### config.mk
export PLATFORM = sky130hd
export DESIGN_NAME = logic_unit_pipe
export DESIGN_NICKNAME = d
export VERILOG_FILES = /design/src/rtl/logic_unit_pipe.sv
export SDC_FILE = /design/constraint.sdc
export NUM_CORES = 1
export LEC_CHECK = 0
export ABC_AREA = 1
export BUFFER_PORTS_ARGS = -buffer_cell sky130_fd_sc_hd__buf_2
export CAP_MARGIN = 5
export CORE_ASPECT_RATIO = 1.2
export CORE_UTILIZATION = 60
export CTS_BUF_LIST = sky130_fd_sc_hd__clkbuf_8
export DETAILED_ROUTE_END_ITERATION = 12
export PLACE_DENSITY = 0.88
export SETUP_SLACK_MARGIN = 0.4
export SLEW_MARGIN = 20
export SYNTH_ARGS = -nofsm -noshare
export SYNTH_HDL_FRONTEND = slang
export SYNTH_SLANG_ARGS = --single-unit
### constraint.sdc
create_clock -name clk -period 2.1 [get_ports clk]
set_input_delay 0.42 -clock clk [delete_from_list [all_inputs] [get_ports clk]]
set_output_delay 0.42 -clock clk [all_outputs]
set_load 0.05 [all_outputs]
### src/rtl/logic_unit_pipe.sv
// Pipelined 3-operand bitwise logic unit. The function is evaluated per bit at the input,
// then the result and its valid bit move through STAGES registers under one global advance.

module logic_unit_lane (
    input  logic       a_i,
    input  logic       b_i,
    input  logic       c_i,
    input  logic [2:0] op_i,
    output logic       y_o
);
    always_comb begin
        y_o = 1'b0;
        case (op_i)
            3'd0: y_o = a_i & b_i;
            3'd1: y_o = b_i | c_i;
            3'd2: y_o = a_i ^ b_i ^ c_i;
            3'd3: y_o = (a_i & b_i) | (b_i & c_i) | (a_i & c_i);
            3'd4: y_o = ~(a_i & b_i);
            3'd5: y_o = (a_i & b_i) | c_i;
            3'd6: y_o = c_i ? b_i : a_i;
            3'd7: y_o = a_i;
            default: y_o = 1'b0;
        endcase
    end
endmodule

module logic_unit_pipe #(
    parameter int WIDTH  = 8,
    parameter int STAGES = 2
) (
    input  logic             clk,
    input  logic             rst,
    input  logic [WIDTH-1:0] a,
    input  logic [WIDTH-1:0] b,
    input  logic [WIDTH-1:0] c,
    input  logic [2:0]       op,
    input  logic             in_valid,
    output logic             in_ready,
    output logic [WIDTH-1:0] y,
    output logic             y_zero,
    output logic             out_valid,
    input  logic             out_ready
);
    logic                          adv;
    logic [WIDTH-1:0]              fn;
    logic [STAGES:0]               vld_pipe;
    logic [STAGES:0][WIDTH-1:0]    res_pipe;
    logic [STAGES:1]               vld_q;
    logic [STAGES:1][WIDTH-1:0]    res_q;
    logic                          zero_q;

    for (genvar i = 0; i < WIDTH; i++) begin : g_lane
        logic_unit_lane u_lane (
            .a_i  (a[i]),
            .b_i  (b[i]),
            .c_i  (c[i]),
            .op_i (op),
            .y_o  (fn[i])
        );
    end

    // Index 0 is the combinational input side; 1..STAGES are the registers.
    assign vld_pipe = {vld_q, in_valid & adv};
    assign res_pipe = {res_q, fn};

    // Whole pipe moves or holds as one; bubbles are carried, never squeezed out.
    assign adv      = ~vld_pipe[STAGES] | out_ready;
    assign in_ready = adv;

    always_ff @(posedge clk or posedge rst) begin
        if (rst) begin
            vld_q  <= '0;
            res_q  <= '0;
            zero_q <= 1'b0;
        end else if (adv) begin
            vld_q  <= vld_pipe[STAGES-1:0];
            res_q  <= res_pipe[STAGES-1:0];
            zero_q <= (res_pipe[STAGES-1] == '0);
        end
    end

    assign out_valid = vld_pipe[STAGES];
    assign y         = res_pipe[STAGES];
    assign y_zero    = zero_q;
endmodule

## Word-level counts from Yosys, hierarchy flattened

Index checks and enable logic that the tools add are counted.

- Bitwise logic cells: 83
- Reduce and logical (&&, ||, !) cells: 2
- Mux-type cells: 16
- Equal/unequal tests: 7

Operators with widths:

| kind | number |
|---|---|
| $pmux W1 S8 | 8 |
| $or A1 B1 Y1 | 33 |
| $and A1 B1 Y1 | 25 |
| $xor A1 B1 Y1 | 16 |
| $eq A3 B3 Y1 const B | 4 |
| $not A1 Y1 | 9 |
| $logic_not A8 Y1 | 1 |
| $mux W1 | 8 |
| $eq A3 B2 Y1 const B | 2 |
| $eq A3 B1 Y1 const B | 1 |
| $logic_not A3 Y1 | 1 |

- Bits of input ports: 31
- Register bits: 19

## Logic depth before layout (Yosys ltp)

- Depth after elaboration: 4
- Depth in mapped cells: 10

## Hierarchy

From an unflattened synthesis, not the netlist that was laid out.

- Cell total of the unflattened synthesis: 305
- Area, all modules: 1970.6 um2

By module, submodules not included:

| module | area each (um2) | times used | cells each |
|---|---|---|---|
| logic_unit_lane | 141.4 | 8 | 27 |
| logic_unit_pipe | 839.6 | 1 | 89 |

## Worst setup path after synthesis

OpenSTA, ideal clock, no wires.

- Kind: flip-flop to output port
- From: register vld_q[2] (netlist name)
- To: output in_ready
- Data arrival time: 1453 ps
- Slack: 227 ps
- Required time: 1680 ps
- Cell stages (with the launch flop): 5
- Cells stage by stage: dfrtp_1 -> inv_1 -> nor2_4 -> inv_1 -> clkbuf_1

- Longest elaborated chain between the ends: 2

RTL lines:

| item | line | text |
|---|---|---|
| start: declaration | 48 | `logic [STAGES:1] vld_q;` |
| start signal: assignment | 76 | `vld_q <= vld_pipe[STAGES-1:0];` |
| $not A1 Y1 | 67 | `assign adv = ~vld_pipe[STAGES] \| out_ready;` |
| $or A1 B1 Y1 | 67 |  |
| end: declaration | 38 | `output logic in_ready,` |

Every way passes these cells.

## Final worst setup path

- From: input op[2]
- To: register res_q (netlist bit res_pipe[11])

- Longest elaborated chain between the ends: 2
- Elaborated cells between the ends (all ways): 9

RTL lines:

| item | line | text |
|---|---|---|
| start: declaration | 36 | `input logic [2:0] op,` |
| $eq A3 B3 Y1, or another cell as far along | 13 | `case (op_i)` |
| $pmux W1 S8 * | 13 |  |
| end signal: assignment | 77 | `res_q <= res_pipe[STAGES-1:0];` |
| end: declaration | 49 | `logic [STAGES:1][WIDTH-1:0] res_q;` |

Every way passes the cells marked *; elsewhere a longest branch is shown, timed or not.
A chain may end at the register's enable or synchronous reset.

==> results.cfg <==
[power_and_ir_drop]
p_sw_mw = 0.520
pwr-share-clk_pct = 19.4
ir_drop_mv = 0.458
total_leakage_power_nw = 1.16
p_int_mw = 0.715
power_frac_seq_pct = 38.6
power_density_nw_per_um2 = 612
sw_frac_of_total_pct = 42.1
combPwrFrac_pct = 42.0

[route]
routedWlPerCell_um = 11.5
drc = 0
wl_um = 3930
ant_nets = 0
drt-initial-drc-count = 91
route.vias.total = 1860
drt-pass1-iter-count = 5
via_per_inst = 5.42

[synthesis]
synth_warnings = 0
ys_seq_area_share_pct = 26.0
avgSynthCellArea_um2 = 6.52
ys_seq_elements = 19
synth_top_cells_by_count = 111 x nand2_1, 28 x inv_1, 22 x o21ai_0
yosysTopAreaCell = dfrtp_1
synth_nets = 327
ys_types = 17
async_flop_share_pct = 100
syn-cell-area_um2 = 1830
syn_inst = 280
synthTopCellsByArea = dfrtp_1 26%, nand2_1 23%, fa_1 8.8%
synthFlopType = dfrtp_1
synth_edf_count = 0
synth.most_common_cell = nand2_1
yosysTopAreaCellShare_pct = 26.0

[clock_network]
cts-root-buf = clkbuf_8
clock_latency_ps = 250
holdBufCountCts = 0
cts_tree = yes
cts_sinks = 19
clk_pin_slew_ps = 60
postCtsResizedCells = 0
htree_levels = 1
clock_path_buffers = 2
postCtsSetupRepairBufs = 0
cts_buffers = 3

[grt]
grt_max_degree = 27
grt_pass1_wl_um = 6800
grt_antenna_before_repair = 0
grt_overflow = 0
grtUsageTotal_pct = 26.9
grt_pass1_vias = 1718

[floorplanning]
initial_core_util_pct = 64.4
die_y_um = 62.4
io_pins = 42
rows = 21
die_x_um = 52.4
die-area_um2 = 3270
fp.coreArea_um2 = 2840

[timing]
period_needed_ps = 1510
hold_viol_final = 0
finalMaxSlewViolations = 0
slew_headroom_pct = 55.7
worstMarginPinSlew_ps = 664
skew_ps = 0.495
rsz0062_at_grt = no
fin_crit_sh_pct = 71.7
finalSetupTns_ps = 0
setup_violations = 0
fmax_mhz = 664

[worst_setup_path]
critPathRequiredTime_ps = 2250
critPathCaptureType = flip-flop
r2r_slack_ps = 1010
ff2ff_path_depth = 8
worstReg2RegStart = vld_q[2]
path_max_fanout = 26
worstReg2RegEnd = res_pipe[15]
cp.arrival_ps = 1650
path_class = primary input to flip-flop
startpoint_type = primary input

[finish]
final_cells = 343
nets = 357
drive_gt1_share_pct = 16.8
diodes = 0
areaGrowthSynthToFinish_pct = 10.5

[place]
dpl.cell_count = 339
port_buffers = 41
dp_hpwl_um = 3040
globalplace.congestion = 0.933

[run_status]
outcome = complete, no violations

[flow_run]
cap_violations = 0

[min_path]
worst_hold_path_type = primary input to async pin
cell usage in the layout (no fill, tap or decap):
cell type	count
a21oi_1	11
buf_2	41
buf_4	2
clkbuf_8	3
dfrtp_1	19
fa_1	8
ha_1	8
inv_1	29
inv_2	2
nand2_1	111
nand3_1	16
nand3_2	1
nand4_1	12
nor2_1	20
nor2_4	3
nor4_1	1
o21ai_0	22
cell families after synthesis:
family	count (synthesis)	synth area share, %
adder cells (fa/ha/maj)	16	14.2
flip-flops	19	26.0
buffers and inverters	48	12.5
AND/OR/NAND/NOR	164	38.2
AO/OA/AOI/OAI	33	9.04
power by group through the flow:
stage	sequential [mW]	clock (mW)	combinational (mW)
floorplan	0.490	0	0.416
global placement	0.481	0	0.508
detailed placement	0.484	0	0.517
CTS	0.477	0.245	0.519
global route	0.486	0.266	0.579
finish	0.477	0.240	0.518
worst max-delay path by stage:
stage,slack (ps),cells after the start,to,from
after floorplan,410,4,in_ready,vld_q[2]
after global placement,400,8,res_pipe[11],op[2]
after detailed placement,390,8,res_pipe[11],op[2]
after CTS,610,4,in_ready,vld_q[2]
after global routing,500,8,res_pipe[11],op[2]
final,590,8,res_pipe[11],op[2]
state kept, by name (all words and copies together), names as in the netlist:
name / cells
res_pipe: 8
vld_q: 2
y: 8
y_zero: 1
critical path, cell delays in order:
cell and delay, ps:
buf_2 300, inv_2 260, o21ai_0 270, nand2_1 70, nor2_1 110, nand3_1 100, nand2_1 70, nand2_1 40
metal layers:
| metal | track usage, % | vias up | routed length [um] |
|---|---|---|---|
| met5 | 0 | - | 0 |
| met3 | 4.14 | 15 | 320 |
| met1 | 31.3 | 826 | 1450 |
| met4 | 11.8 | 0 | 106 |
| li1 | - | 929 | - |
| met2 | 46.8 | 90 | 2050 |
stage by stage:
| step | power, mW | setup WS [ps] | cell area [um2] | hold slack [ps] | utilization (%) |
|---|---|---|---|---|---|
| after global routing | 1.33 | 496 | 2020 | 312 | 71.1 |
| after global placement | 0.989 | 401 | 1970 | 430 | 69.5 |
| after detailed placement | 1.00 | 391 | 1970 | 431 | 69.5 |
| after floorplan | 0.907 | 413 | 1830 | 371 | - |
| after CTS | 1.24 | 615 | 2020 | 280 | 71.1 |
| final | 1.23 | 594 | 2020 | 256 | 71.1 |
area by class of cell:
| cell class | count | area (um2) |
|---|---|---|
| clock buffer | 3 | 41.3 |
| clock inverter | 1 | 3.75 |
| fill | 271 | 820 |
| inverter | 30 | 113 |
| multi-input combinational | 213 | 1120 |
| sequential | 19 | 475 |
| tap | 34 | 42.5 |
| timing repair buffer | 43 | 220 |
(Power assumes the default switching activity.)
